==> config.mk <==
export PLATFORM = sky130hd
export DESIGN_NAME = pdatapath_controller
export DESIGN_NICKNAME = d
export VERILOG_FILES = /design/src/rtl/pdatapath_controller.sv
export SDC_FILE = /design/constraint.sdc
export NUM_CORES = 1
export LEC_CHECK = 0
export ABC_AREA = 1
export CAP_MARGIN = 20
export CORE_MARGIN = 8
export CORE_UTILIZATION = 38
export CTS_CLUSTER_DIAMETER = 30
export DETAILED_ROUTE_END_ITERATION = 8
export PLACE_DENSITY = 0.76
export SLEW_MARGIN = 5
export SYNTH_ARGS = -nofsm -noshare
export SYNTH_HDL_FRONTEND = slang
export SYNTH_SLANG_ARGS = --single-unit
==> constraint.sdc <==
create_clock -name Clock -period 1 [get_ports Clock]
set_input_delay 0.15 -clock Clock [delete_from_list [all_inputs] [get_ports Clock]]
set_output_delay 0.15 -clock Clock [all_outputs]
set_load 0.005 [all_outputs]
==> src/rtl/pdatapath_controller.sv <==
// Multi-cycle fetch/decode/execute sequencer for the 16-bit six-instruction datapath.
// Every datapath control line is a Moore function of the FSM state and the latched IR.
module pdatapath_controller #(
  parameter int         PC_W    = 7,
  parameter logic [2:0] ALU_ADD = 3'd1,
  parameter logic [2:0] ALU_SUB = 3'd2
) (
  input  logic            Clock,
  input  logic            Reset,
  input  logic [15:0]     I_data,
  output logic [PC_W-1:0] I_addr,
  output logic            I_rd,
  output logic [7:0]      D_addr,
  output logic            D_wr,
  output logic            RF_s,
  output logic [3:0]      RF_W_addr,
  output logic            RF_W_en,
  output logic [3:0]      RF_Ra_addr,
  output logic [3:0]      RF_Rb_addr,
  output logic [2:0]      ALU_s0,
  output logic            Halted,
  output logic [PC_W-1:0] PC_out
);

  typedef enum logic [3:0] {
    S_INIT, S_FETCH, S_DECODE, S_LOAD_A, S_LOAD_B,
    S_STORE, S_ADD, S_SUB, S_NOOP, S_HALT
  } state_t;

  state_t          state, state_nxt;
  logic [PC_W-1:0] pc;
  // The opcode is consumed straight from I_data in DECODE, so only the operand fields are held.
  logic [11:0]     ir;
  logic            i_rd_raw, d_wr_raw, rf_w_en_raw;

  always_ff @(posedge Clock) begin
    if (Reset) begin
      state <= S_INIT;
      pc    <= '0;
      ir    <= '0;
    end else begin
      state <= state_nxt;
      case (state)
        S_INIT: begin
          pc <= '0;
          ir <= '0;
        end
        S_DECODE: begin
          ir <= I_data[11:0];
          pc <= pc + {{(PC_W-1){1'b0}}, 1'b1};
        end
        default: ;
      endcase
    end
  end

  always_comb begin
    state_nxt   = state;
    i_rd_raw    = 1'b0;
    d_wr_raw    = 1'b0;
    rf_w_en_raw = 1'b0;
    RF_s        = 1'b0;
    D_addr      = '0;
    RF_W_addr   = '0;
    RF_Ra_addr  = '0;
    RF_Rb_addr  = '0;
    ALU_s0      = '0;
    case (state)
      S_INIT:  state_nxt = S_FETCH;
      S_FETCH: begin
        i_rd_raw  = 1'b1;
        state_nxt = S_DECODE;
      end
      S_DECODE: begin
        case (I_data[15:12])
          4'd1:    state_nxt = S_STORE;
          4'd2:    state_nxt = S_LOAD_A;
          4'd3:    state_nxt = S_ADD;
          4'd4:    state_nxt = S_SUB;
          4'd5:    state_nxt = S_HALT;
          default: state_nxt = S_NOOP;
        endcase
      end
      // RAM read has one cycle of latency, so the RF write lands one state later.
      S_LOAD_A: begin
        D_addr    = ir[7:0];
        state_nxt = S_LOAD_B;
      end
      S_LOAD_B: begin
        D_addr      = ir[7:0];
        RF_s        = 1'b1;
        RF_W_addr   = ir[11:8];
        rf_w_en_raw = 1'b1;
        state_nxt   = S_FETCH;
      end
      S_STORE: begin
        RF_Ra_addr = ir[11:8];
        D_addr     = ir[7:0];
        d_wr_raw   = 1'b1;
        state_nxt  = S_FETCH;
      end
      S_ADD, S_SUB: begin
        RF_Ra_addr  = ir[11:8];
        RF_Rb_addr  = ir[7:4];
        ALU_s0      = (state == S_ADD) ? ALU_ADD : ALU_SUB;
        RF_W_addr   = ir[3:0];
        rf_w_en_raw = 1'b1;
        state_nxt   = S_FETCH;
      end
      S_NOOP:  state_nxt = S_FETCH;
      S_HALT:  state_nxt = S_HALT;
      default: state_nxt = S_INIT;
    endcase
  end

  // Reset gates the enables combinationally so an interrupted instruction never commits.
  assign I_rd    = i_rd_raw    & ~Reset;
  assign D_wr    = d_wr_raw    & ~Reset;
  assign RF_W_en = rf_w_en_raw & ~Reset;
  assign Halted  = (state == S_HALT);
  assign I_addr  = pc;
  assign PC_out  = pc;

endmodule

==> results.py, run 1 <==
metrics = {
    "run_status": {
        "status": "complete, but fails checks",
        "violations": "setup timing",
    },
    "layout": {
        "drive_gt1_share_pct": 57.7,
        "register_area_sq_um": 497,
        "nets": 339,
        "antenna_cells": 0,
        "nFillCells": 259,
        "synthToLayoutAreaGrowth_pct": 94.4,
        "multi_input_area_sq_um": 928,
    },
    "timing": {
        "final.setup.worst_slack_ns": -0.629,
        "rsz0062_at_grt": "yes",
        "period_minus_slack_ns": 1.63,
        "finalHoldViolCount": 0,
        "max_freq_ghz": 0.614,
        "min_period_over_period_pct": 163,
        "hold_ws_ns": 0.419,
        "final_max_slew_viol_count": 0,
        "setup_viol_count_final": 51,
        "clock_skew_ns": 0.00701,
    },
    "setup_path": {
        "cp_slowest_stage_delay_ns": 0.33,
        "startpoint_type": "register",
        "arrival_ns": 1.48,
        "end_kind": "output port",
        "cp_slowest_cell": "dfxtp_2",
        "crit_path_frequent_cell": "buf_4",
        "required_ns": 0.85,
        "criticalPathCategory": "reg2out",
        "crit_path_max_fanout": 5,
        "crit_chain": "buf_4 > nor2_4 > nand3_1 > o21ai_2 > inv_2 > buf_4 > nor2_2 > buf_2",
    },
    "floorplan": {
        "die_h_um": 76.9,
        "pin_count": 60,
        "dieArea_sq_um": 5920,
        "fp-row-count": 22,
        "die_w_um": 76.9,
        "start_util_pct": 39.1,
        "core_sq_um": 3610,
    },
    "drt": {
        "ant_nets": 0,
        "first_pass_iters": 4,
        "drc": 0,
        "vias": 1709,
        "wire_per_inst_um": 13.9,
        "vias_per_cell": 4.66,
        "drtIter0Drc": 56,
        "drt-total-wl_um": 5080,
    },
    "yosys": {
        "synth_area_sq_um": 1410,
        "yosys.area.top_type_share_pct": 32.7,
        "synth_seq_cells": 23,
        "syn_area_per_cell_sq_um": 6.81,
        "ys_types": 28,
        "syn_nets": 226,
        "seq_area_frac_synth_pct": 32.7,
        "yosysTopAreaCell": "dfxtp_1",
        "yosysWarnings": 0,
        "synth_area_leaders": "dfxtp_1 33%, nand2_1 13%, inv_1 7.5%",
        "syn_inst": 207,
    },
    "place": {
        "hpwl_um": 2990,
        "post-place-ws_ns": -0.609,
        "place_congestion": 0.827,
        "io_buffers": 58,
    },
    "power": {
        "powerDensity_nw_per_um2": 939,
        "power_leakage_nw": 1.27,
        "ir_drop_mv": 0.542,
    },
    "cts": {
        "cts_sinks": 23,
        "cts_buffers": 3,
        "max-clock-path-buffers": 2,
        "cts_tree": "yes",
        "htree_levels": 1,
        "root_buffer": "clkbuf_8",
        "path_clk_slew_ns": 0.09,
        "clock_latency_ns": 0.27,
        "postCtsHoldBufs": 0,
    },
    "min_path": {
        "min_path_type": "in2reg",
    },
    "grt": {
        "grt_max_degree": 15,
        "grt_pass1_wl_um": 7710,
        "grt_pass1_vias": 1635,
        "antenna_found_initial": 0,
        "track_usage_pct": 15.5,
        "grt_overflow": 0,
    },
    "flow_run": {
        "cap_viol_max_count": 0,
    },
}
metal layers:
metal  global-route usage [%]  vias up  share of wire, %
met5                        0        -                 0
met4                     4.04        0               2.0
met3                     3.85       10               6.0
met2                     27.9       53                51
met1                     17.7      781                41
li1                         -      865                 -
cell usage after synthesis (all sizes together):
cell type  count
nor2          28
nand3         10
buf           14
inv           29
ha             1
o22ai          4
nor3           2
nor4           1
dfxtp         23
nand4          1
o21ai          8
conb           1
a21oi         23
clkbuf         1
and2           1
nand2         60
what timing repair did:
item,CTS,global route
setup buffers,28,10
cloned,2,0
pin swaps,8,7
endpoints found under the setup margin,64,63
gates resized for setup,198,49
kinds of logic after synthesis:
kind of cell	count (synthesis)	share of synthesized area, %
other cells	1	0.266
compound gates	35	15.7
simple gates	103	33.5
flops	23	32.7
buf+inv	44	17.0
fa+ha+maj	1	0.887
stage by stage:
stage	cell area, sq um	std cells	util (%)	total power, mW	TNS (ns)
finish	2740	367	76.0	2.57	-23.71
global route	2740	367	76.0	2.70	-26.93
CTS	2590	358	71.9	2.49	-21.20
detailed placement	2200	324	61.0	1.69	-22.31
global placement	2200	324	61.0	1.68	-21.84
floorplan	1470	207	-	1.45	-1.08
path summary, 6_finish.rpt:
check | start | end | slack (ns) | cells past startpoint
setup / recovery | state[2]$_SDFF_PP0_ | D_addr[2] | -0.63 | 8
hold / removal | I_data[8] | ir[8]$_SDFFE_PP0P_ | 0.42 | 3
setup reg to reg | state[1]$_SDFF_PP0_ | state[3]$_SDFF_PP0_ | -0.50 | 9
hold reg to reg | ir[7]$_SDFFE_PP0P_ | ir[7]$_SDFFE_PP0P_ | 0.47 | 2
sequential cells by signal, summed over array words and instances (netlist names):
signal / flops
ir: 12
I_addr: 7
state: 4
report_power, final:
part	switching [mW]	internal [mW]	total, mW	leakage (nW)
Sequential	0.0566	0.948	1.00	0.194
Combinational	0.473	0.494	0.967	1.06
Clock	0.321	0.282	0.603	0.0217
Total	0.850	1.72	2.57	1.27
cells in the final DEF, fill, tap and decap left out, drive strengths merged, types with 4 or more instances in the layout:
cell type      Yosys  layout
buf               14      99
inv               29      29
a21oi             23      23
o22ai              4       4
dfxtp             23      23
clkdlybuf4s50      0      17
nand3             10      10
nor2              28      28
o21ai              8       8
clkbuf             1       9
nand2             60      60
worst max-delay path, delay by kind of cell (launching register included):
family / cells / cell delay [ns]
flip-flops: 1 / 0.33
buffers and inverters: 4 / 0.49
AO/OA/AOI/OAI: 1 / 0.10
AND/OR/NAND/NOR: 3 / 0.29
final cells by class:
cell class | instances | area share (%)
repair buffers | 123 | 40.1
multi-input cells | 140 | 33.9
flip-flops and latches | 23 | 18.1
inverters | 29 | 3.97
well taps | 48 | 2.19
clock buffers | 3 | 1.51
clock inverters | 1 | 0.274
Note: power is estimated with default switching activity, not from simulation.
==> run 2: changes to the inputs <==
Settings changed: CORE_ASPECT_RATIO set to 1.2.
==> run 2 against run 1 <==
Clock-buffer cell count stayed put. Clock skew about the same. Die area up 0.14%. Hold slack better by 0.021 ns. First-iteration DRC count is 50% higher. Combinational power is 0.6% lower. Register-to-register slack improved by 0.06 ns. Flip-flop and latch count unchanged. Critical path depth down 2. Global-route usage grew 1.6 points. Routed wire length is 13% higher. The run still ends with setup timing left. Highest routed layer unchanged.
==> results.py, run 2 (synthesis gave the netlist of run 1 again) <==
metrics = {
    "flow_run": {
        "cap_viol_max_count": 0,
    },
    "place": {
        "io_buffers": 58,
        "hpwl_um": 3140,
        "post-place-ws_ns": -0.640,
        "place_congestion": 0.840,
    },
    "setup_path": {
        "endpoint": "D_addr[3]",
        "r2r-end": "I_addr[1]$_SDFFE_PP0P_",
        "reg2reg_depth": 9,
        "crit_path_start": "state[1]$_SDFF_PP0_",
        "required_ns": 0.85,
        "crit_path_max_fanout": 8,
        "end_kind": "output port",
        "r2r_start": "state[2]$_SDFF_PP0_",
        "startpoint_type": "register",
        "criticalPathCategory": "reg2out",
        "arrival_ns": 1.50,
        "rrSetupSlack_ns": -0.44,
    },
    "cts": {
        "htree_levels": 1,
        "max-clock-path-buffers": 2,
        "cts_tree": "yes",
        "path_clk_slew_ns": 0.09,
        "clock_latency_ns": 0.28,
        "root_buffer": "clkbuf_8",
        "cts_sinks": 23,
        "cts_buffers": 3,
    },
    "layout": {
        "regMostFlops": "ir",
        "mostFrequentLayoutCell": "buf_6",
        "nets": 335,
        "synthToLayoutAreaGrowth_pct": 95.2,
        "final_cell_mix": "39 x buf_6, 33 x buf_4, 32 x nand2_1",
        "nFillCells": 230,
        "largest_reg_flops": 12,
        "register_area_sq_um": 487,
        "multi_input_area_sq_um": 1020,
        "drive_gt1_share_pct": 63.5,
        "antenna_cells": 0,
    },
    "drt": {
        "vias_per_cell": 5.00,
        "drtIter0Drc": 84,
        "drc": 0,
        "met3_length_um": 325,
        "vias": 1770,
        "wire_per_inst_um": 16.2,
        "dr_wl_met2_um": 2890,
        "first_pass_iters": 4,
        "drt-total-wl_um": 5750,
        "top_layer": "met4",
        "ant_nets": 0,
        "wl_met1_um": 2310,
    },
    "grt": {
        "grt_overflow": 0,
        "grt_max_degree": 14,
        "track_usage_pct": 17.1,
        "grt_pass1_wl_um": 8110,
        "grt_pass1_vias": 1761,
        "antenna_found_initial": 0,
    },
    "timing": {
        "min_period_over_period_pct": 165,
        "clock_skew_ns": 0.00656,
        "hold_ws_ns": 0.440,
        "finalHoldViolCount": 0,
        "final.setup.worst_slack_ns": -0.653,
        "finalSetupTns_ns": -23.49,
        "max_freq_ghz": 0.605,
        "final_max_slew_viol_count": 0,
        "period_minus_slack_ns": 1.65,
        "setup_viol_count_final": 51,
        "rsz0062_at_grt": "yes",
    },
    "run_status": {
        "violations": "setup timing",
        "status": "complete, but fails checks",
    },
    "power": {
        "powerDensity_nw_per_um2": 945,
        "intPower_mw": 1.68,
        "power_switching_uw": 922,
        "combPwrFrac_pct": 37.0,
        "sw_frac_of_total_pct": 35.5,
        "power_leakage_nw": 1.27,
        "ir_drop_mv": 0.430,
        "power_frac_seq_pct": 39.3,
        "p_clk_share_pct": 23.7,
    },
    "floorplan": {
        "die_h_um": 82.7,
        "die_w_um": 71.6,
        "core_sq_um": 3600,
        "start_util_pct": 39.1,
        "dieArea_sq_um": 5920,
        "pin_count": 60,
        "fp-row-count": 24,
    },
    "min_path": {
        "min_path_type": "in2reg",
    },
}
-- run 2: cell types whose count changed in the layout (fill, tap and decap cells not counted), sizes merged --
cell,before,now
clkbuf,9,5
clkinvlp,1,0
clkinv,0,1
-- run 2: metal layers --
layer	vias up	track usage, %
met5	-	0
met4	0	5.52
met3	19	3.99
met2	75	32.7
met1	823	18.2
li1	853	-
-- run 2: cell type report --
class                   instances  area share [%]
clock inverters                 1           0.182
repair buffers                119            37.7
flip-flops and latches         23            17.7
well taps                      39            1.77
clock buffers                   3            1.50
inverters                      29            3.95
multi-input cells             140            37.2
-- run 2: worst min-delay path by stage --
| stage | from | depth (start not counted) | endpoint |
|---|---|---|---|
| 6_report | I_data[5] | 3 | ir[5]$_SDFFE_PP0P_ |
| 5_1_grt | I_data[7] | 3 | ir[7]$_SDFFE_PP0P_ |
| 4_1_cts | I_data[0] | 3 | ir[0]$_SDFFE_PP0P_ |
| 3_5_place_dp | ir[9]$_SDFFE_PP0P_ | 2 | ir[9]$_SDFFE_PP0P_ |
| 3_3_place_gp | ir[4]$_SDFFE_PP0P_ | 2 | ir[4]$_SDFFE_PP0P_ |
| 2_1_floorplan | I_data[5] | 2 | ir[5]$_SDFFE_PP0P_ |
-- run 2: metrics by stage --
stage	instance area (sq um)	power (mW)	instances	util (%)
floorplan	1470	1.45	207	-
global placement	2180	1.66	317	60.5
detailed placement	2180	1.67	317	60.5
CTS	2590	2.49	350	71.8
global route	2750	2.69	354	76.4
finish	2750	2.60	354	76.4
-- run 2: worst max-delay path, stage by stage, from the launching register on --
cell and delay (ns):
dfxtp_2 0.51, nand3_2 0.17, o21ai_2 0.11, inv_2 0.10
buf_6 0.13, nor2_1 0.07, buf_2 0.12
-- run 2: power by group through the flow --
stage	combinational, mW	sequential [mW]	clock [mW]
3_3_place_gp	0.630	1.03	0
2_1_floorplan	0.430	1.02	0
5_1_grt	1.02	1.03	0.645
3_5_place_dp	0.640	1.03	0
4_1_cts	0.861	1.01	0.618
6_report	0.961	1.02	0.616
-- run 2: what timing repair did --
action,in CTS,in global routing
setup endpoints to repair,64,61
cloned,0,0
buffers inserted,29,7
hold endpoints to repair,0,0
hold buffers,0,0
pin swaps,32,20
resized for setup,230,50
==> run 3: changes to the inputs <==
Settings changed: CTS_CLUSTER_DIAMETER 30 to 50.
==> results of run 3 <==
Same layout as run 2: the final DEF is identical, and so are final timing and power.
